<file path="src/rtl/mem_stage.sv">
// mem_stage: pipeline memory-access stage; issues loads/stores over a variable-latency
// handshake, stalls upstream while waiting, and registers the MEM/WB result.
module mem_stage #(
   parameter int TIMEOUT = 255,
   parameter int CNT_W   = 8
) (
   input  logic        CLK,
   input  logic        RESET,
   input  logic [31:0] aluResult1_PR,
   input  logic [31:0] readDataB1_PR,
   input  logic [31:0] Instr1_PR,
   input  logic [4:0]  writeRegister1_PR,
   input  logic        do_writeback1_PR,
   input  logic        MemRead1_PR,
   input  logic        MemWrite1_PR,
   input  logic        MemtoReg1_PR,
   output logic        dmem_req,
   output logic        dmem_we,
   output logic [31:0] dmem_addr,
   output logic [31:0] dmem_wdata,
   output logic [3:0]  dmem_be,
   input  logic        dmem_ready,
   input  logic [31:0] dmem_rdata,
   output logic        Stall_MEM,
   output logic [31:0] Data1_MEM,
   output logic [4:0]  writeRegister1_MEM,
   output logic        do_writeback1_MEM,
   output logic [31:0] Data1_WB,
   output logic [4:0]  writeRegister1_WB,
   output logic        do_writeback1_WB,
   output logic        misalign_exc,
   output logic        bus_err
);
   typedef enum logic {IDLE, WAIT} state_t;
   state_t r_state, w_next;
   logic [CNT_W-1:0] r_cnt, w_cnt_next;
   logic [5:0]  w_op;
   logic        w_byte, w_half, w_word, w_sext, w_mem, w_mis, w_req, w_stall, w_abort, w_timeout;
   logic [31:0] w_bsh, w_hsh, w_load;
   logic        w_unused;
   assign w_unused  = ^Instr1_PR[25:0];
   assign w_op      = Instr1_PR[31:26];
   assign w_byte    = (w_op == 6'h20) | (w_op == 6'h24) | (w_op == 6'h28);
   assign w_half    = (w_op == 6'h21) | (w_op == 6'h25) | (w_op == 6'h29);
   assign w_word    = ~w_byte & ~w_half;
   assign w_sext    = (w_op == 6'h20) | (w_op == 6'h21);
   assign w_mem     = MemRead1_PR | MemWrite1_PR;
   assign w_mis     = w_mem & ((w_half & aluResult1_PR[0]) | (w_word & |aluResult1_PR[1:0]));
   assign w_timeout = r_cnt == CNT_W'(TIMEOUT);
   always_comb begin
      w_next     = r_state;
      w_cnt_next = r_cnt;
      w_req      = 1'b0;
      w_stall    = 1'b0;
      w_abort    = 1'b0;
      if (r_state == IDLE) begin
         w_req   = w_mem & ~w_mis;
         w_stall = w_req & ~dmem_ready;
         if (w_stall) begin
            w_next     = WAIT;
            w_cnt_next = CNT_W'(1);
         end
      end else begin
         w_req = 1'b1;
         if (dmem_ready) begin
            w_next     = IDLE;
            w_cnt_next = '0;
         end else if (w_timeout) begin
            w_abort    = 1'b1;
            w_next     = IDLE;
            w_cnt_next = '0;
         end else begin
            w_stall    = 1'b1;
            w_cnt_next = r_cnt + CNT_W'(1);
         end
      end
   end
   // Reset drops the request immediately, even mid-access.
   assign dmem_req   = w_req & RESET;
   assign Stall_MEM  = w_stall & RESET;
   assign dmem_we    = MemWrite1_PR;
   assign dmem_addr  = {aluResult1_PR[31:2], 2'b00};
   assign dmem_wdata = w_byte ? {4{readDataB1_PR[7:0]}} : w_half ? {2{readDataB1_PR[15:0]}} : readDataB1_PR;
   assign dmem_be    = ~MemWrite1_PR ? 4'hF : w_byte ? 4'b0001 << aluResult1_PR[1:0] :
                       w_half ? (aluResult1_PR[1] ? 4'b1100 : 4'b0011) : 4'hF;
   assign w_bsh      = dmem_rdata >> {aluResult1_PR[1:0], 3'b000};
   assign w_hsh      = dmem_rdata >> {aluResult1_PR[1], 4'b0000};
   assign w_load     = w_byte ? {{24{w_sext & w_bsh[7]}}, w_bsh[7:0]} :
                       w_half ? {{16{w_sext & w_hsh[15]}}, w_hsh[15:0]} : dmem_rdata;
   assign Data1_MEM          = aluResult1_PR;
   assign writeRegister1_MEM = writeRegister1_PR;
   assign do_writeback1_MEM  = do_writeback1_PR & ~MemRead1_PR;
   always_ff @(posedge CLK or negedge RESET) begin
      if (!RESET) begin
         r_state           <= IDLE;
         r_cnt             <= '0;
         Data1_WB          <= '0;
         writeRegister1_WB <= '0;
         do_writeback1_WB  <= 1'b0;
         misalign_exc      <= 1'b0;
         bus_err           <= 1'b0;
      end else begin
         r_state      <= w_next;
         r_cnt        <= w_cnt_next;
         misalign_exc <= (r_state == IDLE) & w_mis;
         if (w_abort) bus_err <= 1'b1;
         if (w_stall) do_writeback1_WB <= 1'b0;
         else begin
            Data1_WB          <= MemtoReg1_PR ? w_load : aluResult1_PR;
            writeRegister1_WB <= writeRegister1_PR;
            do_writeback1_WB  <= do_writeback1_PR & ~w_mis & ~w_abort;
         end
      end
   end
endmodule

</file>
<file path="config.mk">
export PLATFORM = sky130hd
export DESIGN_NAME = mem_stage
export DESIGN_NICKNAME = d
export VERILOG_FILES = /design/src/rtl/mem_stage.sv
export SDC_FILE = /design/constraint.sdc
export NUM_CORES = 1
export LEC_CHECK = 0
export CAP_MARGIN = 20
export CORE_AREA = 3 3 113 115
export CTS_BUF_LIST = sky130_fd_sc_hd__clkbuf_8
export CTS_CLUSTER_DIAMETER = 100
export DETAILED_ROUTE_END_ITERATION = 7
export DIE_AREA = 0 0 116 118
export PLACE_DENSITY = 0.79
export SLEW_MARGIN = 20
export SYNTH_ARGS = -nofsm -noshare
export SYNTH_HDL_FRONTEND = slang
export SYNTH_SLANG_ARGS = --single-unit
</file>
<file path="constraint.sdc">
create_clock -name CLK -period 5.6 [get_ports CLK]
set_input_delay 1.12 -clock CLK [delete_from_list [all_inputs] [get_ports CLK]]
set_output_delay 1.12 -clock CLK [all_outputs]
set_load 0.005 [all_outputs]
</file>
* Word-level counts from Yosys, hierarchy flattened *
Index checks and enable logic that the tools add are counted.

cells by class
  $add $sub $neg = 1
  bitwise operators = 28
  equality and inequality tests = 7
  reduce and logical (&&, ||, !) cells = 2
  multiplexer cells = 23
  shift-type cells = 3

operators by type and width
  operator               number
  $mux W32               5
  $eq A6 B6 Y1 const B   6
  $mux W8                4
  $shr A32 B5 Y16        1
  $shr A32 B5 Y8         1
  $mux W4                4
  $and A1 B1 Y1          14
  $mux W1                10
  $add A8 B1 Y8 const B  1
  $eq A8 B8 Y1 const B   1
  $not A1 Y1             7
  $or A1 B1 Y1           7
  $shl A1 B2 Y4 const A  1
  $reduce_bool A2 Y1     1
  $reduce_or A2 Y1       1

word-level totals
  flip-flop bits (word level) = 49
  logic and storage cells = 71
  bits of input ports = 140

* Logic depth before layout (Yosys ltp) *
Gate-level depths: netlist of the first run.

  word-level depth = 13
  gate-level depth with buffers = 8
  mapped depth without buffers = 7

* Worst setup path after synthesis of the first run *
OpenSTA, ideal clock, no wires.

  kind = input to output
  start point = in Instr1_PR[30]
  end point = out dmem_wdata[27]
  data arrival time = 2.131 ns
  required time = 4.480 ns
  path buffers = 2
  stages = 5
  slack = 2.349 ns
  cells stage by stage = nor3b_4 > nand2_1 > clkbuf_1 > clkbuf_1 > o21ai_0

on the way
  cells in the longest elaborated chain, start to end = 5

ends and longest elaborated chain
  element                    line  source
  start, declared            11    input logic [31:0] Instr1_PR,
  $eq A6 B6 Y1               44    assign w_half = (w_op == 6'h21) | (w_op == 6'h25) | (w_op == 6'h29);
  $or A1 B1 Y1 (2 in a row)  44
  $mux W32                   83    assign dmem_wdata = w_byte ? {4{readDataB1_PR[7:0]}} : w_half ? {2{readDataB1_PR[15:0]}} : readDataB1_PR;
  $mux W32 *                 83
  end, declared              20    output logic [31:0] dmem_wdata,

Mark *: on every way between the ends. The rest lies on a longest branch, timed or not.

* Worst setup path in the final report of the first run *
  start point = in Instr1_PR[30]
  end point = out Stall_MEM

on the way
  cells in the longest elaborated chain, start to end = 13

ends and longest elaborated chain
  element                                       line    source
  $eq A6 B6 Y1 (on tied branches)               43, 44
  $or A1 B1 Y1 (on tied branches) (2 in a row)  43, 44
  $not A1 Y1                                    45      assign w_word = ~w_byte & ~w_half;
  $and A1 B1 Y1                                 45
  $and A1 B1 Y1                                 48      assign w_mis = w_mem & ((w_half & aluResult1_PR[0]) | (w_word & |aluResult1_PR[1:0]));
  $or A1 B1 Y1 *                                48
  $and A1 B1 Y1 *                               48
  $not A1 Y1 *                                  57      w_req = w_mem & ~w_mis;
  $and A1 B1 Y1 *                               57
  $and A1 B1 Y1 *                               58      w_stall = w_req & ~dmem_ready;
  $mux W1 *                                     56      if (r_state == IDLE) begin
  $and A1 B1 Y1 *                               80      assign Stall_MEM = w_stall & RESET;
  end, declared                                 24      output logic Stall_MEM,

Marks and branches as above.

==> results of run 1 <==
==> cells by family (layout without fill, tap and decap cells) <==
kind of cell	after synthesis	after routing	synth area share
AOI/OAI and AO/OA	159	159	0.236
DFF	49	49	0.303
and+or+nand+nor	162	162	0.182
buffers and inverters	122	289	0.208
other	1	2	0.000927
adders and majority gates	1	1	0.00309
muxes	17	17	0.0671
==> metal layers <==
layer | track usage | wire length (microns) | vias to the layer above
li1 | - | - | 2052
met1 | 0.243 | 5760 | 2086
met2 | 0.386 | 7830 | 214
met3 | 0.0499 | 1390 | 14
met4 | 0.0421 | 164 | 2
met5 | 0 | 13 | -
==> Yosys cell counts, drive strengths merged, types with 7 or more instances <==
cell and instances:
mux4 8, o221ai 7, a211oi 7, nand2b 16
nor2 11, mux2i 8, o21ai 76, clkbuf 11
o22a 7, dfrtp 49, nand3 7, o22ai 9
buf 99, nand2 107, nand4 10, inv 12
a21oi 33
==> power groups by stage <==
| stage | clock network [mW] | logic, mW | registers (mW) |
|---|---|---|---|
| after floorplan | 0 | 0.206 | 0.441 |
| after global placement | 0 | 0.474 | 0.439 |
| after detailed placement | 0 | 0.484 | 0.442 |
| after CTS | 0.212 | 0.486 | 0.436 |
| after global routing | 0.219 | 0.521 | 0.442 |
| final | 0.202 | 0.479 | 0.436 |
==> per-stage QoR <==
| stage | setup slack, ns | utilization |
|---|---|---|
| 2_1_floorplan | 2.35 | - |
| 3_3_place_gp | 1.08 | 0.512 |
| 3_5_place_dp | 1.04 | 0.512 |
| 4_1_cts | 1.02 | 0.519 |
| 5_1_grt | 0.903 | 0.519 |
| 6_report | 1.03 | 0.519 |
==> worst reg2reg max path, stage by stage, from the launching register on <==
cell and delay, ns:
dfrtp_1 0.43, ha_1 0.22, nand3_1 0.19, o21ai_2 0.32, o211a_4 0.23, buf_4 0.36, o21ai_0 0.20, o22a_1 0.20
==> area by class of cell <==
| cell class | count | area, sq um |
|---|---|---|
| Tap cell | 147 | 184 |
| Sequential cell | 49 | 1230 |
| Clock buffer | 5 | 68.8 |
| Timing Repair Buffer | 269 | 2660 |
| Fill cell | 1103 | 5730 |
| Multi-Input combinational cell | 341 | 1980 |
| Inverter | 12 | 47.5 |
| Clock inverter | 3 | 11.3 |
==> sequential cells by signal, summed over array words and instances (netlist names) <==
signal	count
r_state	1
Data1_WB	32
bus_err	1
misalign_exc	1
do_writeback1_WB	1
writeRegister1_WB	5
r_cnt	8
==> worst max-delay path by stage <==
stage | startpoint | end | slack (ns) | cells past startpoint
floorplan | Instr1_PR[30] | dmem_wdata[27] | 2.35 | 5
global placement | Instr1_PR[30] | Stall_MEM | 1.08 | 8
detailed placement | Instr1_PR[30] | Stall_MEM | 1.04 | 8
CTS | Instr1_PR[30] | Stall_MEM | 1.02 | 8
global route | Instr1_PR[30] | Stall_MEM | 0.90 | 8
finish | Instr1_PR[30] | Stall_MEM | 1.03 | 8
==> qor.txt, run 1 <==
Worst R2R Path Depth: 7
slowest CP cell: clkdlybuf4s50_1
Post-Syn Area per Cell: 7.92 sq um
number of setup buffers added after CTS: 0
Max VDD drop: 0.0000994 V
R2R Path End: Data1_WB[7]$_DFFE_PN0N_
share of Yosys cell area claimed by the top area cell type: 0.303
Final Hold Fails: 0
number of antenna diodes: 0
Hold EP: Data1_WB[15]$_DFFE_PN0N_
drt first pass iters: 4
Flop pwr share: 0.390
min-delay src: Data1_WB[15]$_DFFE_PN0N_
total power: 1.12 mW
Die X: 116 microns
DRC: 0
Top-Level Pins: 289
Synth area leaders: dfrtp_1 (30%), buf_4 (15%), nand2_1 (9.7%)
dpl cells: 818
Max Freq: 0.219 GHz
crit path time final: 4.57 ns
Crit Path Max Fanout: 32
fin. max-slew vios: 0
DR vias: 4368
area added between synthesis and finish: 52.8%
CP top delay family: buffers and inverters
Post-synth EDFFs: 0
outcome: complete, no violations
Largest stage delay, worst path: 0.50 ns
cell area after layout: 6180 sq um
crit end category: output pin
Synth Flop Type: dfrtp_1
Fin Setup TNS: 0 ns
layout cells sized above 1: 0.0515
WP data arrival: 3.45 ns
cell row count: 40
Hold WS: 0.492 ns
CTS Buf Count: 5
DR iter-0 viols: 177
initial antenna violation count: 1
CP dominant cell by count: clkdlybuf4s50_1
Net Switching: 347 uW
H-tree Lvls: 2
Comb pwr share: 0.429
DP HPWL: 11900 microns
root buf cell: clkbuf_8
WP buf/inv: 4
Syn Inst Count: 511
PwrDens: 181 nW/um^2
worst skew pair latency: 0.30 ns
Starting Density: 0.340
required time of the critical path: 4.48 ns
Max Clock Skew: 0.00540 ns
Via density: 5.29
sequential area share after synthesis: 0.303
sum of routed wire length over all layers: 15200 microns
GP Congestion: 0.798
first-pass GRT wire length: 22900 microns
count of different cell masters after synthesis: 48
Lkg Pwr: 2.50 nW
area of the core: 11900 sq um
final non-filler cell total: 826
Die ar.: 13700 sq um
port buffer count: 260
sw frac: 0.310
Final setup viols: 0
RSZ-0062 raised after global routing: false
nets: 819
CTS Buffer Depth: 2
GRT Overall Usage: 0.210
Slew headroom: 0.519
vias in the first global route: 4376
largest net degree at the start of global routing: 48
hold path cells: 2
post-placement cell area: 6100 sq um
FF+latch count, synth: 49
critical path start-end classification: in2out
Synth async-reset ratio: 1.00
antenna-violating nets left: 0
Clock Power Share: 0.181
Die Height: 118 microns
Post-Synthesis Cell Area: 4050 sq um
most common cell after layout, fill and taps aside: clkdlybuf4s50_1
Pint: 770 uW
Synth area leader: dfrtp_1
Slew @ Worst Pin: 0.721 ns
number of gates resized after CTS: 0
CTS Hold Bufs: 0
Tcrit/Tclk final: 0.816
# clock sinks: 49
Clock Pin Slew Worst Setup and Hold Paths: 0.09 ns
Ys Warns: 0
HP Class: reg2reg
DR WL/cell: 18.3 microns
CTS tree: yes
Max Cap Violations: 0
flop-to-flop setup slack: 3.36 ns
total grt overflow: 0
CP Cell Sequence: clkdlybuf4s50_1 -> nor3b_4 -> buf_4 -> a31oi_2 -> o211a_4 -> inv_4 -> and2_1 -> clkdlybuf4s50_1
critical path launch point type: input port
Worst R2R Start: r_cnt[0]$_DFFE_PN0P_
most frequent cells in the layout: clkdlybuf4s50_1 (258), nand2_1 (104), o21ai_0 (50)
(Power assumes the default switching activity.)
==> inputs of run 2 (changes only) <==
- CORE_AREA: 3 3 113 115 -> unset
- CORE_MARGIN: unset -> 3
- CORE_UTILIZATION: unset -> 36
- DIE_AREA: 0 0 116 118 -> unset
- PLACE_DENSITY: 0.79 -> 0.83
- clock period: 5.6 -> 4.6 ns (I/O delays scaled with it)
==> run 2 against run 1 <==
Count of clock-buffer cells in the layout stayed put. Clock power increased by 32%. Worst hold slack lost 0.065 ns. Non-clock buffer count up 3. Largest cell class unchanged.
==> qor.txt, run 2 (synthesis gave the netlist of run 1 again) <==
Worst R2R Start: r_cnt[0]$_DFFE_PN0P_
Top Registers: Data1_WB x32, r_cnt x8, writeRegister1_WB x5
Max Cap Violations: 0
worst skew pair latency: 0.30 ns
Largest Register: Data1_WB
Hold WS: 0.427 ns
final non-filler cell total: 822
dpl cells: 814
Worst R2R Path Depth: 7
Crit Path Max Fanout: 32
H-tree Lvls: 2
area of the core: 10900 sq um
final core occ: 0.570
layout cells sized above 1: 0.0601
Final Hold Fails: 0
total grt overflow: 0
critical path launch point type: input port
Pint: 944 uW
Starting Density: 0.372
number of antenna diodes: 0
area added between synthesis and finish: 53.4%
number of flip-flops under the largest register name: 32
Slew @ Worst Pin: 0.597 ns
DP HPWL: 11900 microns
antenna-violating nets left: 0
CP Launch Point: Instr1_PR[30]
number of setup buffers added after CTS: 0
sw frac: 0.318
crit end category: output pin
CTS tree: yes
DRC: 0
nets: 822
first-pass GRT wire length: 23200 microns
crit path time final: 4.32 ns
cell area after layout: 6210 sq um
vias in the first global route: 4208
RSZ-0062 raised after global routing: false
HP Class: in2async
outcome: complete, no violations
DR iter-0 viols: 271
Comb pwr share: 0.425
DR WL/cell: 18.4 microns
initial antenna violation count: 0
cell row count: 38
CTS Buf Count: 5
number of gates resized after CTS: 0
post-placement cell area: 6110 sq um
Top-Level Pins: 289
largest net degree at the start of global routing: 48
Clock Power Share: 0.192
pre-CTS WS: 0.351 ns
Slew headroom: 0.601
port buffer count: 260
drt first pass iters: 5
Final setup viols: 0
Die Height: 112 microns
Die X: 112 microns
GRT Overall Usage: 0.230
sum of routed wire length over all layers: 15100 microns
# clock sinks: 49
Clock Pin Slew Worst Setup and Hold Paths: 0.10 ns
root buf cell: clkbuf_8
Tcrit/Tclk final: 0.940
Flop pwr share: 0.383
GP Congestion: 0.859
Final WS setup: 0.278 ns
Via density: 5.30
Lkg Pwr: 2.50 nW
most common cell after layout, fill and taps aside: clkdlybuf4s50_1
Fin Setup TNS: 0 ns
required time of the critical path: 3.68 ns
critical path start-end classification: in2out
Net Switching: 441 uW
Die ar.: 12500 sq um
CTS Buffer Depth: 2
CTS Hold Bufs: 0
fin. max-slew vios: 0
WP data arrival: 3.40 ns
PwrDens: 223 nW/um^2
Max Clock Skew: 0.00663 ns
most frequent cells in the layout: clkdlybuf4s50_1 (258), nand2_1 (104), o21ai_0 (50)
Max VDD drop: 0.000142 V
Max Freq: 0.231 GHz
DR vias: 4353
total power: 1.39 mW
## run 2: changes by cell type in the layout (fill, tap and decap cells not counted), sizes merged
cell,before,now
clkinvlp,0,3
buf,11,14
inv,15,12
## run 2: final cells by class
cell class	instances	area, sq um
Fill cell	976	4680
Timing Repair Buffer	272	2680
Multi-Input combinational cell	341	1980
Sequential cell	49	1230
Tap cell	140	175
Clock buffer	5	68.8
Inverter	12	47.5
Clock inverter	3	22.5
## run 2: path summary, 6_finish.rpt
| kind | slack, ns | endpoint |
|---|---|---|
| max | 0.28 | dmem_wdata[27] |
| min | 0.43 | Data1_WB[1]$_DFFE_PN0N_ |
| max reg2reg | 2.39 | Data1_WB[6]$_DFFE_PN0N_ |
| min reg2reg | 0.48 | writeRegister1_WB[0]$_DFFE_PN0N_ |
| max in group asynchronous | 3.36 | Data1_WB[31]$_DFFE_PN0N_ |
| min in group CLK | 0.48 | writeRegister1_WB[0]$_DFFE_PN0N_ |
## run 2: metal layers
layer,global-route usage,wire [microns],part of all wire,up-vias
li1,-,-,-,2053
met3,0.0511,1290,0.085,10
met1,0.289,5920,0.39,2081
met2,0.410,7780,0.51,209
met5,0,0,0,-
met4,0.0401,158,0.010,0
## run 2: power groups by stage
| stage | combinational [mW] | clock (mW) | sequential (mW) |
|---|---|---|---|
| final | 0.588 | 0.267 | 0.530 |
| after global routing | 0.635 | 0.287 | 0.540 |
| after CTS | 0.593 | 0.270 | 0.530 |
| after detailed placement | 0.590 | 0 | 0.538 |
| after global placement | 0.578 | 0 | 0.533 |
| after floorplan | 0.250 | 0 | 0.537 |
## run 2: worst max-delay path, stage by stage
cell,delay [ns]
clkdlybuf4s50_1,0.44
nor3b_4,0.55
nand2_2,0.53
o21ai_0,0.37
clkdlybuf4s50_1,0.57
==> inputs of run 3 (changes only) <==
- ABC_AREA: unset -> 0
==> results of run 3 <==
The final DEF is identical to that of run 2; final timing and power are the same.
